`config.mk`:
```
export PLATFORM = sky130hd
export DESIGN_NAME = contador_timeout
export DESIGN_NICKNAME = d
export VERILOG_FILES = /design/src/rtl/jogo_pkg.sv /design/src/rtl/contador_timeout.sv
export SDC_FILE = /design/constraint.sdc
export NUM_CORES = 1
export LEC_CHECK = 0
export CAP_MARGIN = 5
export CORE_AREA = 2 2 39 41
export DETAILED_ROUTE_END_ITERATION = 8
export DIE_AREA = 0 0 41 43
export PLACE_DENSITY = 0.84
export REMOVE_ABC_BUFFERS = 1
export SYNTH_ARGS = -nofsm -noshare
export SYNTH_HDL_FRONTEND = slang
export SYNTH_SLANG_ARGS = --single-unit
```
`constraint.sdc`:
```
create_clock -name clock -period 3.5 [get_ports clock]
set_input_delay 0.7 -clock clock [delete_from_list [all_inputs] [get_ports clock]]
set_output_delay 0.7 -clock clock [all_outputs]
set_load 0.03 [all_outputs]
```
`src/rtl/jogo_pkg.sv`:
```
// jogo_pkg: shared turn-FSM state codes, player constants and default turn timeout.
package jogo_pkg;
   typedef enum logic [3:0] {
      INICIAL        = 4'd0,
      PREPARA        = 4'd1,
      ESPERA_MACRO   = 4'd2,
      REGISTRA_MACRO = 4'd3,
      ESPERA_MICRO   = 4'd4,
      REGISTRA_MICRO = 4'd5,
      VERIFICA       = 4'd6,
      LIMPA_MICRO    = 4'd7,
      TROCA          = 4'd8,
      FIM            = 4'd9,
      TIMEOUT_ST     = 4'd10
   } estado_t;
   localparam logic JOGADOR_X = 1'b0;
   localparam logic JOGADOR_O = 1'b1;
   localparam int TIMEOUT_CICLOS_PADRAO = 5000;
   function automatic logic outro_jogador(input logic j);
      return j == JOGADOR_X ? JOGADOR_O : JOGADOR_X;
   endfunction
endpackage

```
`src/rtl/contador_timeout.sv`:
```
// contador_timeout: per-selection cycle counter; fim flags the last allowed waiting cycle.
module contador_timeout
   import jogo_pkg::*;
#(
   parameter int TIMEOUT_CICLOS = TIMEOUT_CICLOS_PADRAO,
   parameter int TW = $clog2(TIMEOUT_CICLOS)
) (
   input  logic clock,
   input  logic reset,
   input  logic zera,
   input  logic conta,
   output logic fim
);
   logic [TW-1:0] cnt;
   always_ff @(posedge clock or negedge reset)
      if (!reset) cnt <= '0;
      else if (zera) cnt <= '0;
      else if (conta) cnt <= cnt + 1'b1;
   assign fim = conta && cnt == TW'(TIMEOUT_CICLOS - 1);
endmodule

```
## Word-level counts from Yosys, hierarchy flattened

Index checks and enable logic that the tools add are counted.

| storage, ports and cells | value |
|---|---|
| bits of input ports | 4 |
| register bits after elaboration | 13 |
| ROM bits | 0 |
| output and inout bits | 1 |
| memory bits (writable) | 0 |
| latch bits | 0 |
| memories kept | 0 |
| logic and storage cells | 7 |

| operators by class | value |
|---|---|
| reductions and logical operators | 2 |
| $mul | 0 |
| divide/modulo/power cells | 0 |
| $add $sub $neg | 1 |
| shift operators | 0 |
| bitwise operators | 0 |
| equal/unequal tests | 1 |
| multiplexer cells | 2 |
| $lt $le $gt $ge | 0 |

Operator list:

| cell | number |
|---|---|
| $mux 13 | 2 |
| $add 13x1->13 const B | 1 |
| $eq 13x13->1 const B | 1 |
| $reduce_bool 2->1 | 1 |
| $logic_and 1x1->1 | 1 |

## Depth between registers and ports, before layout

Gate-level depths: netlist of run 1.

| depth | value |
|---|---|
| word-level depth | 3 |
| depth in mapped cells | 4 |
| mapped depth without buffers | 4 |

## Worst setup path before layout of run 1

No wires, ideal clock.

| path | value |
|---|---|
| path kind | reg-to-output |
| from | register cnt[5] |
| to | output port fim |
| cell stages (with the launch flop) | 3 |
| data required time | 2800 ps |
| slack | 847 ps |
| path buffers | 0 |
| data arrival time | 1953 ps |
| cell sequence | dfrtp_1 or4b_2 nor4_1 |

| on the way | value |
|---|---|
| cells in the longest elaborated chain, start to end | 2 |

Ends and longest elaborated chain:

| item | line | text |
|---|---|---|
| from (decl) | contador_timeout.sv:14 | `logic [TW-1:0] cnt;` |
| from (signal assigned) | contador_timeout.sv:18 | `else if (conta) cnt <= cnt + 1'b1;` |
| $eq 13x13->1 | contador_timeout.sv:19 | `assign fim = conta && cnt == TW'(TIMEOUT_CICLOS - 1);` |
| $logic_and 1x1->1 | contador_timeout.sv:19 |  |
| to (decl) | contador_timeout.sv:12 | `output logic fim` |

Every way passes these cells.

## Final worst setup path of run 1

Ends and elaborated chain as after synthesis.

==> results.ini, run 1 <==
[status]
status=completed

[sta]
holdWs_ns=0.5670
post-route-min-period_ns=2.968
setup-tns-final_ns=0
hold_violations=0
fin_crit_sh=0.8479
fmax_ghz=0.3370
finalClockSkew_ns=0.005430
setup_viol=0
rsz0062_at_grt=false
worst_pin_slew_ns=0.5846
timing.slew.headroom=0.6090
setup_ws_ns=0.5323
drv_slew=0

[global_route]
grt-ovfl-total=0
grt_usage=0.1867
first_global_vias=531
grt_max_degree=14
grt_pass1_wl_um=2194
antenna_found_initial=0

[drt]
drc=0
wirelength_um=1393
vias=592
drt-initial-drc-count=19
avgRoutedWirePerCell_um=15.14
vias_per_cell=6.435
drtPass1Iterations=4
ant_nets=0

[final_layout]
regMostFlops=cnt
largest_reg_flops=13
stdcell_count=92
stdcell_area_um2=777.0
reg_top3=cnt: 13 flops
n_antenna_cell=0
final_core_util=0.5615
drive_above_1_share=0.1316
final_nets=82
area_growth_pct=12.09

[cts]
cts_tree=done
clock_latency_ns=0.29
clkTransAtPathRegs_ns=0.08
post_cts_buffers=0
clock_sinks=13
cts_root_buffer=clkbuf_4
cts_buffer_depth=2
cts_made_buffers=3
cts_max_level=1
hold_buffers=0
cts_resized=0

[yosys]
synth_xor_area_frac=0.05054
synth_top_family_by_area=simple AND/OR/NAND/NOR gates
synth_largest_area_cell=dfrtp_1
synth_seq_cells=13
yosysSeqAreaShare=0.4693
synthArstFlopShare=1.000
synthMostInstantiatedCell=dfrtp_1
yosys_warnings=0
synth_top_area_frac=0.4693
synth_edf_count=0
synth_commonest_cells=dfrtp_1, a21oi_1, nor2_1
synth_ff_type=dfrtp_1
syn_area_per_cell_um2=9.902
muxShareOfSynthArea=0.03069
synthSimpleGateAreaFrac=0.2166
synthCells=70
synth_area_leaders=dfrtp_1, a21oi_1, o31ai_1
synth-compound-area-share=0.1769
yosys.cell_types.count=25
synth_adder_area_share=0.01805
netlist_area_um2=693.2

[setup_path]
path_buf_inv=1
cpLargestDelayFamily=simple AND/OR/NAND/NOR gates
slowest_delay_ns=0.71
start_kind=flip-flop
crit_slowest_cell=clkdlybuf4s50_1
worstPathCellList=or4b_2, nor4_1, clkdlybuf4s50_1
crit_arrival_ns=2.27
end_kind=primary output
r2r-start=cnt[3]
cp.required_ns=2.80
worstSetupStartpoint=cnt[5]
cp_max_fo=5
crit_type=flip-flop to primary output

[placed_design]
pre_cts_ws_ns=0.5643
post_dp_cell_area_um2=749.5
io_buffers=4
placedCellCount=88
place_hpwl_um=993
gp_congestion=0.6658

[floorplanning]
rows=14
core_mm2=0.001384
io_pins=5
die_h_um=43
die-area_mm2=0.001763
die_x_um=41
start_util=0.5009

[pwr]
finalPower_mw=0.2712
internal-power_mw=0.2031
power_frac_seq=0.577
power_frac_comb=0.071
switching_power_mw=0.06808
power_density_mw_per_mm2=349.0
ir_worst_vdd_uv=183.6
p_leak_nw=0.2901
p_sw_frac=0.2511
clockPowerShare=0.351

[run]
max_cap_viol_count=0

[hold_path]
holdCritStartpoint=cnt[11]
hold_path.class=flip-flop to flip-flop

worst register-to-register path: cells and delay by family, from the launching register on:
kind	cells	cell delay (ns)
flops	1	0.46
mux	1	0.36
simple gates	2	0.76
layer usage:
| metal | share of wire | track usage | up-vias | routed length (um) |
|---|---|---|---|---|
| met4 | 0.031 | 0.1200 | 0 | 43 |
| li1 | - | - | 274 | - |
| met5 | 0 | 0 | - | 0 |
| met1 | 0.44 | 0.2441 | 304 | 614 |
| met3 | 0.022 | 0.03141 | 5 | 31 |
| met2 | 0.50 | 0.2719 | 9 | 703 |
logic make-up after synthesis:
logic type	count (synthesis)
adders and majority gates	1
and+or+nand+nor	27
DFF	13
muxes	2
xor gates and xnor gates	4
buffers and inverters	6
AOI/OAI and AO/OA	17
area by class of cell:
type	instances	area [um^2]
Sequential cell	13	325.3
Multi-Input combinational cell	51	341.6
Clock buffer	3	22.52
Clock inverter	1	5.005
Fill cell	116	606.8
Tap cell	16	20.02
Inverter	2	7.507
Timing Repair Buffer	6	55.05
worst paths after layout:
path                       slack (ns)       to  depth (start not counted)
setup / recovery                 0.53      fim                          3
hold / removal                   0.57  cnt[11]                          2
setup reg to reg                 1.83  cnt[12]                          3
hold reg to reg                  0.57  cnt[11]                          2
max in group asynchronous        2.34   cnt[2]                          1
min in group asynchronous        0.78   cnt[8]                          1
power by group through the flow:
stage	clock network, mW	registers, mW	logic [mW]
global route	0.104	0.157	0.0218
detailed placement	0	0.160	0.0194
floorplan	0	0.159	0.00570
finish	0.0953	0.157	0.0194
CTS	0.0967	0.157	0.0194
global placement	0	0.159	0.0187
layout by cell type (no fill, tap or decap), types with 2 or more instances in the layout:
cell type	instances
clkdlybuf4s50_1	4
nor4_1	2
dfrtp_1	13
xor2_1	3
buf_4	2
inv_1	2
or4_1	4
nand3_1	5
nor2_1	7
nand4_1	2
nand2_1	2
o31ai_1	4
o21ai_0	3
clkbuf_4	3
or3_1	2
a21oi_1	7
(Power assumes the default switching activity.)
==> run 2: changes to the inputs <==
Settings changed: CORE_AREA 2 2 39 41 to unset, CORE_MARGIN set to 2, CORE_UTILIZATION set to 49, DIE_AREA 0 0 41 43 to unset, PLACE_DENSITY 0.84 to 0.83.
Clock period 3.5 ns to 2.4 ns, I/O delays scaled along.
==> run 2 against run 1 <==
- clock power increased by 35%
- wire length down 8.5%
- final cell count is 1.1% lower
- via count down 5.9%
- first-iteration DRC count down 63%
- clock skew is 0.0034 ns lower
- non-clock buffer count is the same
==> results.ini, run 2 (same netlist as run 1, synthesis figures left out) <==
[sta]
drv_slew=0
setup-tns-final_ns=0
fmax_ghz=0.4411
fin_crit_sh=0.9445
rsz0062_at_grt=false
setup_viol=0
post-route-min-period_ns=2.267
timing.slew.headroom=0.6264
worst_pin_slew_ns=0.5586
hold_violations=0
finalClockSkew_ns=0.002031
holdWs_ns=0.5583

[floorplanning]
io_pins=5
start_util=0.5261
die_x_um=41.61
rows=13
core_mm2=0.001318
die_h_um=41.61
die-area_mm2=0.001731

[final_layout]
area_growth_pct=11.37
final_nets=82
stdcell_count=91
reg_top3=cnt: 13 flops
regMostFlops=cnt
largest_reg_flops=13
n_antenna_cell=0
drive_above_1_share=0.1316
final_cell_mix=dfrtp_1, nor2_1, a21oi_1
final_common_cell=dfrtp_1

[cts]
hold_buffers=0
clock_sinks=13
cts_resized=0
post_cts_buffers=0
cts_max_level=1
cts_root_buffer=clkbuf_4
clkTransAtPathRegs_ns=0.07
cts_made_buffers=3
cts_tree=done
clock_latency_ns=0.27
cts_buffer_depth=2

[setup_path]
crit_arrival_ns=1.79
r2r-end=cnt[12]
cp_max_fo=5
crit_type=flip-flop to primary output
r2r_cells=3
cp.required_ns=1.92
end_kind=primary output
r2r-start=cnt[3]
regToRegSetupSlack_ns=0.69
start_kind=flip-flop

[pwr]
ir_worst_vdd_uv=333.3
p_sw_frac=0.2233
power_density_mw_per_mm2=497.9
power_frac_seq=0.595
power_frac_comb=0.071
finalPower_mw=0.3844
p_leak_nw=0.2894
internal-power_mw=0.2985
clockPowerShare=0.335
switching_power_mw=0.08584

[drt]
drtPass1Iterations=4
drt-initial-drc-count=7
ant_nets=0
vias_per_cell=6.121
vias=557
drc=0
wirelength_um=1275
avgRoutedWirePerCell_um=14.01

[placed_design]
place_hpwl_um=944.1
io_buffers=4
placedCellCount=87
gp_congestion=0.8578

[hold_path]
min_path_cells=2
min_to=cnt[11]
holdCritStartpoint=cnt[11]
hold_path.class=flip-flop to flip-flop

[global_route]
grt-ovfl-total=0
grt_pass1_wl_um=2297
antenna_found_initial=0
grt_max_degree=14
first_global_vias=527
grt_usage=0.1780

[status]
status=completed

[run]
max_cap_viol_count=0

## run 2: cell types whose count changed in the layout (fill, tap and decap cells not counted), sizes merged
cell / before / now
buf: 2 / 3
clkbuf: 3 / 4
clkdlybuf4s50: 4 / 3
clkinv: 1 / 0
## run 2: critical path: stages, from the launching register on
cell and delay (ns):
dfrtp_1 0.42, or4b_2 0.67, nor4_1 0.21, buf_4 0.21
## run 2: stage by stage
step / area (um^2) / util / setup slack (ns)
3_3_place_gp: 745.7 / 0.5660 / 0.2576
5_1_grt: 772.0 / 0.5859 / 0.02218
6_report: 772.0 / 0.5859 / 0.1331
4_1_cts: 772.0 / 0.5859 / 0.1097
2_1_floorplan: 674.4 / - / -0.03349
3_5_place_dp: 745.7 / 0.5660 / 0.2361
## run 2: how the worst max path moves through the flow
stage	startpoint	depth (start not counted)	endpoint	slack, ns
6_report	cnt[5]	3	fim	0.13
5_1_grt	cnt[5]	3	fim	0.02
4_1_cts	cnt[5]	3	fim	0.11
3_5_place_dp	conta	4	fim	0.24
3_3_place_gp	conta	4	fim	0.26
2_1_floorplan	cnt[5]	2	fim	-0.03
## run 2: area by class of cell
| cell class | instances | area, um^2 |
|---|---|---|
| clock buffers | 4 | 26.28 |
| repair buffers | 6 | 52.55 |
| multi-input cells | 51 | 341.6 |
| inverters | 2 | 7.507 |
| flip-flops and latches | 13 | 325.3 |
| fillers | 115 | 545.5 |
| well taps | 15 | 18.77 |
## run 2: power groups by stage
stage          combinational, mW  sequential [mW]  clock (mW)
2_1_floorplan            0.00832            0.232           0
3_3_place_gp              0.0266            0.232           0
3_5_place_dp              0.0281            0.233           0
4_1_cts                   0.0281            0.229       0.137
5_1_grt                   0.0311            0.230       0.146
6_report                  0.0271            0.229       0.129
## run 2: layer usage
metal,wire [um],up-vias,GRT usage
li1,-,275,-
met1,584,261,0.2254
met2,592,17,0.2719
met3,80,4,0.07826
met4,18,0,0.05806
met5,0,-,0
